<file path="src/rtl/chroma_upsampler_if.sv">
// Stream bundle for chroma_upsampler: chroma pair beats in, even/odd position pairs out.
interface chroma_upsampler_if #(
    parameter int NUM_CH = 2,
    parameter int DATA_W = 8
);
    logic                         in_valid;
    logic                         in_ready;
    logic                         in_sol;
    logic [NUM_CH*2*DATA_W-1:0]   in_data;
    logic                         out_valid;
    logic                         out_ready;
    logic [NUM_CH*DATA_W-1:0]     out_even;
    logic [NUM_CH*DATA_W-1:0]     out_odd;
    logic                         out_eol;
    logic                         sol_err;

    modport slave (
        input  in_valid, in_sol, in_data, out_ready,
        output in_ready, out_valid, out_even, out_odd, out_eol, sol_err
    );

    modport master (
        output in_valid, in_sol, in_data, out_ready,
        input  in_ready, out_valid, out_even, out_odd, out_eol, sol_err
    );
endinterface

</file>
<file path="src/rtl/chroma_upsampler.sv">
// NUM_CH-channel 6-tap horizontal chroma 2x upsampler with one shared multiplier.
// Define CHROMA_UPSAMPLER_CLIP_EN to saturate the interpolated sample; otherwise it wraps.
module chroma_upsampler #(
    parameter int NUM_CH   = 2,
    parameter int DATA_W   = 8,
    parameter int LINE_LEN = 160,
    parameter int C0       = 21,
    parameter int C1       = 52,
    parameter int C2       = 159
) (
    input  logic             CLOCK_50_I,
    input  logic             resetn,
    chroma_upsampler_if.slave bus
);
    localparam int HALF   = LINE_LEN / 2;
    localparam int J_W    = $clog2(LINE_LEN);
    localparam int BEAT_W = $clog2(HALF + 1);
    localparam int CH_W   = (NUM_CH > 1) ? $clog2(NUM_CH) : 1;
    localparam int SUM_W  = DATA_W + 1;
    localparam logic signed [31:0] MAX_V = (32'sd1 <<< DATA_W) - 32'sd1;

    typedef enum logic [2:0] {IDLE, LOAD, MAC, OUT, SHIFT} state_t;
    state_t state_reg, state_next;

    logic [J_W-1:0]    j_reg;
    logic [BEAT_W-1:0] beats_reg;
    logic              pair_valid_reg;
    logic [CH_W-1:0]   ch_reg;
    logic [1:0]        tap_reg;
    logic signed [31:0] acc_reg;
    logic              sol_err_reg;

    logic in_ready_c, beat_fire, need_beat, shift_now, mac_last, last_pos;
    logic [NUM_CH-1:0][2:0][SUM_W-1:0] tap_sum;
    logic [SUM_W-1:0]   sum_sel;
    logic signed [31:0] coef_sel, prod, acc_next, acc_shift;
    logic [DATA_W-1:0]  odd_val;

    // A new right-edge sample needs a beat only when the pair buffer is empty and the line is not exhausted.
    always_comb begin
        need_beat = !pair_valid_reg && (beats_reg != BEAT_W'(HALF));
        last_pos  = (j_reg == J_W'(LINE_LEN - 1));
        mac_last  = (ch_reg == CH_W'(NUM_CH - 1)) && (tap_reg == 2'd2);
        case (state_reg)
            IDLE, LOAD: in_ready_c = 1'b1;
            SHIFT:      in_ready_c = need_beat;
            default:    in_ready_c = 1'b0;
        endcase
        beat_fire = bus.in_valid && in_ready_c;
        shift_now = (state_reg == SHIFT) && (!need_beat || bus.in_valid);
    end

    always_comb begin
        state_next = state_reg;
        case (state_reg)
            IDLE:  if (beat_fire && bus.in_sol) state_next = LOAD;
            LOAD:  if (beat_fire) state_next = MAC;
            MAC:   if (mac_last) state_next = OUT;
            OUT:   if (bus.out_ready) state_next = last_pos ? IDLE : SHIFT;
            SHIFT: if (shift_now) state_next = MAC;
            default: state_next = IDLE;
        endcase
    end

    // One multiply per cycle: channel-major, taps C0 (outer), C1 (middle, subtracted), C2 (inner).
    always_comb begin
        sum_sel = tap_sum[ch_reg][tap_reg];
        case (tap_reg)
            2'd0:    coef_sel = C0;
            2'd1:    coef_sel = C1;
            default: coef_sel = C2;
        endcase
        prod      = coef_sel * $signed({{(32-SUM_W){1'b0}}, sum_sel});
        acc_next  = ((tap_reg == 2'd0) ? 32'sd128 : acc_reg) + ((tap_reg == 2'd1) ? -prod : prod);
        acc_shift = acc_next >>> 8;
`ifdef CHROMA_UPSAMPLER_CLIP_EN
        if (acc_shift < 32'sd0)
            odd_val = '0;
        else if (acc_shift > MAX_V)
            odd_val = '1;
        else
            odd_val = acc_shift[DATA_W-1:0];
`else
        odd_val = acc_shift[DATA_W-1:0];
`endif
    end

    always_ff @(posedge CLOCK_50_I) begin
        if (!resetn) begin
            state_reg      <= IDLE;
            j_reg          <= '0;
            beats_reg      <= '0;
            pair_valid_reg <= 1'b0;
            ch_reg         <= '0;
            tap_reg        <= '0;
            acc_reg        <= '0;
            sol_err_reg    <= 1'b0;
        end else begin
            state_reg <= state_next;
            if (state_reg == MAC) begin
                acc_reg <= acc_next;
                if (tap_reg == 2'd2) begin
                    tap_reg <= '0;
                    ch_reg  <= ch_reg + 1'b1;
                end else begin
                    tap_reg <= tap_reg + 1'b1;
                end
            end else begin
                tap_reg <= '0;
                ch_reg  <= '0;
            end
            if (state_reg == IDLE && beat_fire && bus.in_sol) begin
                j_reg          <= '0;
                beats_reg      <= BEAT_W'(1);
                pair_valid_reg <= 1'b0;
            end
            if (state_reg == LOAD && beat_fire)
                beats_reg <= BEAT_W'(2);
            if (shift_now) begin
                j_reg <= j_reg + 1'b1;
                if (pair_valid_reg) begin
                    pair_valid_reg <= 1'b0;
                end else if (need_beat) begin
                    pair_valid_reg <= 1'b1;
                    beats_reg      <= beats_reg + 1'b1;
                end
            end
            if (beat_fire && bus.in_sol && (state_reg == LOAD || state_reg == SHIFT))
                sol_err_reg <= 1'b1;
        end
    end

    for (genvar gi = 0; gi < NUM_CH; gi++) begin : g_ch
        logic [DATA_W-1:0] win_reg [6];
        logic [DATA_W-1:0] pair_reg;
        logic [DATA_W-1:0] res_reg;
        logic [DATA_W-1:0] s_hi, s_lo;

        assign s_hi = bus.in_data[gi*2*DATA_W + DATA_W +: DATA_W];
        assign s_lo = bus.in_data[gi*2*DATA_W +: DATA_W];

        always_ff @(posedge CLOCK_50_I) begin
            if (!resetn) begin
                for (int k = 0; k < 6; k++) win_reg[k] <= '0;
                pair_reg <= '0;
                res_reg  <= '0;
            end else begin
                // The window starts left-edge replicated: u0,u0,u0,u1 then u2,u3 from the LOAD beat.
                if (state_reg == IDLE && beat_fire && bus.in_sol) begin
                    win_reg[0] <= s_hi;
                    win_reg[1] <= s_hi;
                    win_reg[2] <= s_hi;
                    win_reg[3] <= s_lo;
                end
                if (state_reg == LOAD && beat_fire) begin
                    win_reg[4] <= s_hi;
                    win_reg[5] <= s_lo;
                end
                if (shift_now) begin
                    for (int k = 0; k < 5; k++) win_reg[k] <= win_reg[k+1];
                    if (pair_valid_reg) begin
                        win_reg[5] <= pair_reg;
                    end else if (need_beat) begin
                        win_reg[5] <= s_hi;
                        pair_reg   <= s_lo;
                    end
                end
                if (state_reg == MAC && tap_reg == 2'd2 && ch_reg == CH_W'(gi))
                    res_reg <= odd_val;
            end
        end

        assign tap_sum[gi][0] = SUM_W'(win_reg[0]) + SUM_W'(win_reg[5]);
        assign tap_sum[gi][1] = SUM_W'(win_reg[1]) + SUM_W'(win_reg[4]);
        assign tap_sum[gi][2] = SUM_W'(win_reg[2]) + SUM_W'(win_reg[3]);

        assign bus.out_even[gi*DATA_W +: DATA_W] = (state_reg == OUT) ? win_reg[2] : '0;
        assign bus.out_odd[gi*DATA_W +: DATA_W]  = (state_reg == OUT) ? res_reg : '0;
    end

    assign bus.in_ready  = in_ready_c;
    assign bus.out_valid = (state_reg == OUT);
    assign bus.out_eol   = (state_reg == OUT) && last_pos;
    assign bus.sol_err   = sol_err_reg;
endmodule

</file>
<file path="src/flat_wrapper.sv">
// flat-port wrapper written by rule: the top's interface ports become plain ports
module chroma_upsampler_flat 
#(
    parameter int NUM_CH   = 2,
    parameter int DATA_W   = 8,
    parameter int LINE_LEN = 160,
    parameter int C0       = 21,
    parameter int C1       = 52,
    parameter int C2       = 159
)
  (CLOCK_50_I, resetn, bus_in_valid, bus_in_sol, bus_in_data, bus_out_ready, bus_in_ready, bus_out_valid, bus_out_even, bus_out_odd, bus_out_eol, bus_sol_err);
  chroma_upsampler_if #(.NUM_CH(NUM_CH), .DATA_W(DATA_W)) bus_i ();
  input  logic CLOCK_50_I;
  input  logic resetn;
  input wire logic [$bits(bus_i.in_valid)-1:0] bus_in_valid;
  input wire logic [$bits(bus_i.in_sol)-1:0] bus_in_sol;
  input wire logic [$bits(bus_i.in_data)-1:0] bus_in_data;
  input wire logic [$bits(bus_i.out_ready)-1:0] bus_out_ready;
  output wire logic [$bits(bus_i.in_ready)-1:0] bus_in_ready;
  output wire logic [$bits(bus_i.out_valid)-1:0] bus_out_valid;
  output wire logic [$bits(bus_i.out_even)-1:0] bus_out_even;
  output wire logic [$bits(bus_i.out_odd)-1:0] bus_out_odd;
  output wire logic [$bits(bus_i.out_eol)-1:0] bus_out_eol;
  output wire logic [$bits(bus_i.sol_err)-1:0] bus_sol_err;
  assign bus_i.in_valid = bus_in_valid;
  assign bus_i.in_sol = bus_in_sol;
  assign bus_i.in_data = bus_in_data;
  assign bus_i.out_ready = bus_out_ready;
  assign bus_in_ready = bus_i.in_ready;
  assign bus_out_valid = bus_i.out_valid;
  assign bus_out_even = bus_i.out_even;
  assign bus_out_odd = bus_i.out_odd;
  assign bus_out_eol = bus_i.out_eol;
  assign bus_sol_err = bus_i.sol_err;
  chroma_upsampler #(.NUM_CH(NUM_CH), .DATA_W(DATA_W), .LINE_LEN(LINE_LEN), .C0(C0), .C1(C1), .C2(C2)) u_core (.CLOCK_50_I(CLOCK_50_I), .resetn(resetn), .bus(bus_i));
endmodule
</file>
<file path="config.mk">
export PLATFORM = sky130hd
export DESIGN_NAME = chroma_upsampler_flat
export DESIGN_NICKNAME = d
export VERILOG_FILES = /design/src/rtl/chroma_upsampler_if.sv /design/src/rtl/chroma_upsampler.sv /design/src/flat_wrapper.sv
export SDC_FILE = /design/constraint.sdc
export NUM_CORES = 1
export LEC_CHECK = 0
export ABC_AREA = 1
export BUFFER_PORTS_ARGS = -buffer_cell sky130_fd_sc_hd__buf_4
export CAP_MARGIN = 20
export CORE_MARGIN = 2
export CORE_UTILIZATION = 35
export DETAILED_ROUTE_END_ITERATION = 16
export SYNTH_ARGS = -nofsm -noshare
export SYNTH_HDL_FRONTEND = slang
export SYNTH_SLANG_ARGS = --single-unit
</file>
<file path="constraint.sdc">
create_clock -name CLOCK_50_I -period 7.65 [get_ports CLOCK_50_I]
set_input_delay 0.3825 -clock CLOCK_50_I [delete_from_list [all_inputs] [get_ports CLOCK_50_I]]
set_output_delay 0.3825 -clock CLOCK_50_I [all_outputs]
set_load 0.02 [all_outputs]
</file>
==> impl_metrics.toml, run 1 <==
[worst_setup_path]
crit_top_cell = "inv_1"
crit_type = "reg2reg"
worstPathMaxFanout = 5
max_stage_delay_ns = 0.54
worst_setup_path_end_kind = "register"
worstPathArrival_ns = 7.56
critPathRequiredTime_ns = 8.00
critPathLaunchType = "register"
rrSetupSlack_ns = 0.44
r2r_end = "u_core.acc_reg[15]$_SDFFE_PN0N_"
worstSetupStartpoint = "u_core.g_ch[1].win_reg[0][40]$_DFFE_PP_"
cpMaxStageDelayCell = "fa_1"
worstReg2RegStart = "u_core.g_ch[1].win_reg[0][40]$_DFFE_PP_"
reg2regPathDepth = 39

[timing]
max_slew_margin = 0.318
tightest_slew_ns = 1.02
period_minus_slack_ns = 7.21
timing.fmax_ghz = 0.139
final_hold_viol_count = 0
setup_violations = 0
clock_skew_ns = 0.0111
fin_hold_ws_ns = 0.216
period_share = 0.943
worst_slack_ns = 0.440
slew_viol_final = 0

[routing]
drt_iter0_drc = 754
ant_nets = 0
first_pass_iters = 6
viasPerCell = 5.02
routedWlPerCell_um = 15.3
drc = 0
routed_wl_mm = 33.5
vias = 11000

[final_layout]
drive_gt1_frac = 0.146
n_fill_cell = 3589
largest_reg_flops = 96
instances_no_fill = 2185
area_growth_pct = 15.9
multi_input_area_um2 = 7310
diodes = 0
final-seq-area_um2 = 4300
fin_nets = 1900

[floorplanning]
rows = 69
dieArea_um2 = 37800
io_pins = 73
die_h_um = 194
start_util = 0.356
core_um2 = 35700
die_x_um = 194

[place]
io_buffer_count = 72
dp_slack_ns = 0.146
dp_cells = 2134
dp_hpwl_mm = 25.5
gp_congestion = 0.918

[run]
maxCapViolCount = 0

[synth]
synth_ff_type = "edfxtp_1"
netlist.area_leader.share = 0.227
synthTopCellsByArea = "edfxtp_1, dfxtp_1, ha_1, nand2_1, inv_1"
synthesis.nets = 1826
yosys_warnings = 0
synth_edf_count = 96
syn-mean-instance-area_um2 = 7.75
async_reset_ff_frac = 0
synth_largest_area_cell = "edfxtp_1"
synth_seq_cells = 167
netlist_instances = 1637
synth.cell_area_um2 = 12700
ys_types = 56
ys_seq_area_frac = 0.339

[grt]
grt_pass1_vias = 10700
antenna_found_initial = 0
grt-ovfl-total = 0
grt_max_degree = 67
track_usage = 0.180
grt_pass1_wl_mm = 54.4

[clocking]
clock_path_buffers = 2
clkTransAtPathRegs_ns = 0.07
ctsHoldBuffers = 0
htreeDepth = 4
clockRootBuffer = "clkbuf_16"
clock_latency_ns = 0.45
cts_inserted_buffers = 17
cts_tree = "done"
clkSinkCount = 167

[hold_path]
min_from = "bus_in_data[2]"
min_path_type = "in2reg"
hold_end = "u_core.g_ch[0].pair_reg[2]$_SDFFE_PN0P_"
min_delay_path_depth = 3

[run_status]
outcome = "completed"
## routing by layer
metal	up-vias	part of all wire	global-route usage
li1	5469	-	-
met1	5142	0.46	0.235
met2	279	0.46	0.296
met3	69	0.042	0.0295
met4	0	0.035	0.0752
met5	-	0	0
## how the worst max path moves through the flow
stage	to	slack, ns	cells past startpoint
floorplan	u_core.acc_reg[15]$_SDFFE_PN0N_	0.64	36
global placement	u_core.acc_reg[15]$_SDFFE_PN0N_	0.27	41
detailed placement	u_core.acc_reg[15]$_SDFFE_PN0N_	0.15	37
CTS	u_core.acc_reg[15]$_SDFFE_PN0N_	0.12	39
global route	u_core.g_ch[1].res_reg[7]$_SDFFE_PN0P_	-0.09	40
finish	u_core.acc_reg[15]$_SDFFE_PN0N_	0.44	39
## synth_stat cells, types with 2 or more instances
master,count
o221ai_1,12
xor2_1,35
nand2_4,3
inv_4,3
fa_1,40
o21ai_2,7
ha_1,112
o211ai_1,14
clkbuf_1,26
buf_2,19
o21ai_0,96
edfxtp_1,96
nand2_2,4
a21oi_2,12
xnor2_1,12
o21ai_1,20
nand4_1,6
dfxtp_1,71
nor4_1,3
nand2_1,316
o21a_1,2
nand3_2,2
o21bai_1,7
nor3_1,12
or2_2,8
a31oi_1,6
buf_1,2
buf_6,2
nand3_1,58
nor2_1,141
nor2_2,3
a21oi_1,146
inv_1,299
nand3b_1,5
a211oi_1,4
inv_2,5
o22ai_1,9
## worst max-delay path, delay by kind of cell, from the launching register on
kind,cells,cell delay (ns)
compound gates,9,1.48
xor+xnor,2,0.35
fa+ha+maj,8,3.15
buf+inv,9,0.71
flops,1,0.40
simple gates,11,1.02
## cells in the final DEF (no fill, tap or decap), types with 31 or more instances in the layout
cell | Yosys | final
o21ai_0 | 96 | 86
nand2_1 | 316 | 306
inv_1 | 299 | 297
nor2_1 | 141 | 137
fa_1 | 40 | 38
buf_4 | 1 | 105
edfxtp_1 | 96 | 96
ha_1 | 112 | 100
a21oi_1 | 146 | 134
dfxtp_1 | 71 | 71
nand3_1 | 58 | 55
xor2_1 | 35 | 31
## metrics by stage
step	setup TNS (ns)	cell area (um2)	util
finish	0	14700	0.412
global route	-0.247	14700	0.412
CTS	0	14300	0.400
detailed placement	0	13700	0.384
global placement	0	13700	0.384
floorplan	0	12700	-
## kinds of logic (layout without fill, tap and decap cells)
family | count (synthesis) | count (layout) | share of synthesized area
and+or+nand+nor | 567 | 567 | 0.187
buffers and inverters | 357 | 444 | 0.110
AOI/OAI and AO/OA | 347 | 347 | 0.158
DFF | 167 | 167 | 0.339
adders and majority gates | 152 | 152 | 0.174
xor gates and xnor gates | 47 | 47 | 0.0324
## layout make-up
type,count,share of cell area
well taps,461,0.0392
repair buffers,105,0.0536
inverters,307,0.0789
multi-input cells,1113,0.497
clock buffers,17,0.0289
flip-flops and latches,167,0.293
clock inverters,15,0.00953
## timing repair
item                       CTS  global route
setup endpoints to repair    0            18
buffers inserted             0            19
resized for setup            0            72
Power of run 1 is left out: the tool's default activity adds up to more than one toggle a clock period on the data nets, which glitch-free logic cannot reach.
==> run 2: changes to the inputs <==
CORE_UTILIZATION = 63   (was 35)
PLACE_DENSITY = 0.82   (was unset)
clock period = 7.2 ns   (was 7.65 ns; I/O delays follow)
==> run 2 against run 1 <==
  * The flow now finishes with violations (setup timing)
  * Non-clock buffer count is 45 higher
  * Flip-flop and latch count stayed put
  * Worst hold slack worse by 0.019 ns
  * Sequential share of layout area is 0.69 points lower
  * Die area is 44% lower
  * Routed wire length is 4.4% higher
  * Register-to-register slack worse by 0.52 ns
  * Critical path type unchanged
==> impl_metrics.toml, run 2 (synthesized netlist as in run 1, its figures left out) <==
[worst_setup_path]
worstPathMaxFanout = 5
reg2regPathDepth = 38
r2r_end = "u_core.acc_reg[15]$_SDFFE_PN0N_"
critPathRequiredTime_ns = 7.54
crit_top_cell = "inv_1"
crit_type = "reg2reg"
rrSetupSlack_ns = -0.08
worstReg2RegStart = "u_core.g_ch[1].win_reg[0][32]$_SDFFCE_PN0P_"
worst_setup_path_end_kind = "register"
max_stage_delay_ns = 0.54
cpMaxStageDelayCell = "fa_1"
critPathLaunchType = "register"
worstPathArrival_ns = 7.61

[hold_path]
hold_end = "u_core.g_ch[0].pair_reg[1]$_SDFFE_PN0P_"
min_from = "bus_in_data[1]"
min_delay_path_depth = 3
min_path_type = "in2reg"

[routing]
drt_iter0_drc = 997
drc = 0
ant_nets = 0
first_pass_iters = 8
routedWlPerCell_um = 17.2
viasPerCell = 5.79
vias = 11800
routed_wl_mm = 35.0

[clocking]
clock_path_buffers = 2
ctsHoldBuffers = 0
cts_inserted_buffers = 17
clkSinkCount = 167
clock_latency_ns = 0.44
clockRootBuffer = "clkbuf_16"
htreeDepth = 4
cts_tree = "done"
clkTransAtPathRegs_ns = 0.07

[place]
dp_hpwl_mm = 24.0
io_buffer_count = 72
dp_cells = 1961
gp_congestion = 0.948
dp_slack_ns = -0.155

[final_layout]
instances_no_fill = 2034
layout_commonest_cell = "nand2_1"
diodes = 0
drive_gt1_frac = 0.199
largest_reg_flops = 96
area_growth_pct = 18.7
fin_nets = 1945
most-common-layout-cells = "nand2_1, inv_1, buf_4"

[timing]
rsz0062_at_grt = "true"
max_slew_margin = 0.283
tightest_slew_ns = 1.07
period_share = 1.01
timing.fmax_ghz = 0.137
period_minus_slack_ns = 7.28
final_hold_viol_count = 0
setup_violations = 5
worst_slack_ns = -0.0770
fin_hold_ws_ns = 0.197
clock_skew_ns = 0.0136
slew_viol_final = 0

[floorplanning]
die_x_um = 146
rows = 51
start_util = 0.648
io_pins = 73
dieArea_um2 = 21300
core_um2 = 19600
die_h_um = 146

[grt]
grt_pass1_wl_mm = 52.0
antenna_found_initial = 0
grt-ovfl-total = 0
track_usage = 0.301
grt_pass1_vias = 11000
grt_max_degree = 67

[run]
maxCapViolCount = 0

[run_status]
outcome = "finished with violations"
failed_checks = "setup timing"
==> run 2: cell count changes in the layout (fill, tap and decap cells not counted), sizes merged <==
cell,before,now
clkbuf,17,20
clkinv,4,2
clkinvlp,2,0
bufinv,1,0
inv,315,317
buf,105,150
==> run 2: final cells by class <==
type | count | area, um2
inverter | 307 | 1160
sequential | 167 | 4310
fill | 1349 | 4520
tap | 265 | 332
clock buffer | 20 | 468
multi-input combinational | 1113 | 7560
timing repair buffer | 150 | 1130
clock inverter | 12 | 100
==> run 2: how the worst max path moves through the flow <==
stage | from | to | slack (ns) | cells past startpoint
final | u_core.g_ch[1].win_reg[0][32]$_SDFFCE_PN0P_ | u_core.acc_reg[15]$_SDFFE_PN0N_ | -0.08 | 38
after global routing | u_core.g_ch[1].win_reg[0][40]$_DFFE_PP_ | u_core.acc_reg[15]$_SDFFE_PN0N_ | -0.42 | 39
after CTS | u_core.g_ch[1].win_reg[0][18]$_SDFFCE_PN0P_ | u_core.acc_reg[15]$_SDFFE_PN0N_ | 0.01 | 38
after detailed placement | u_core.g_ch[1].win_reg[0][9]$_SDFFCE_PN0P_ | u_core.g_ch[0].res_reg[7]$_SDFFE_PN0P_ | -0.16 | 40
after global placement | u_core.g_ch[0].win_reg[0][24]$_SDFFCE_PN0P_ | u_core.acc_reg[15]$_SDFFE_PN0N_ | 0.06 | 36
after floorplan | u_core.g_ch[0].win_reg[0][16]$_SDFFCE_PN0P_ | u_core.acc_reg[15]$_SDFFE_PN0N_ | 0.19 | 36
==> run 2: per-layer routing <==
metal,track usage,wire length [um],up-vias
li1,-,-,5559
met1,0.377,13800,5503
met2,0.523,17100,575
met3,0.0470,2630,131
met4,0.116,1500,0
met5,0,0,-
==> run 2: through the flow <==
step                area, um2  setup TNS [ns]  utilization
floorplan               12700               0            -
global placement        13600               0        0.695
detailed placement      13600          -0.587        0.695
CTS                     14300               0        0.730
global route            15100           -3.20        0.769
finish                  15100          -0.258        0.769
==> run 2: worst max-delay path: cells and delay by family, from the launching register on <==
| kind | cells | cell delay (ns) |
|---|---|---|
| buf+inv | 9 | 0.75 |
| simple gates | 13 | 1.36 |
| fa+ha+maj | 8 | 3.05 |
| xor+xnor | 2 | 0.35 |
| flops | 1 | 0.43 |
| compound gates | 6 | 1.23 |
==> run 2: what timing repair did <==
action | in CTS | in global routing
resized for setup | 20 | 122
setup buffers | 4 | 38
setup endpoints to repair | 10 | 21
pin swaps | 10 | 90
Power of run 2 is left out for the same reason.
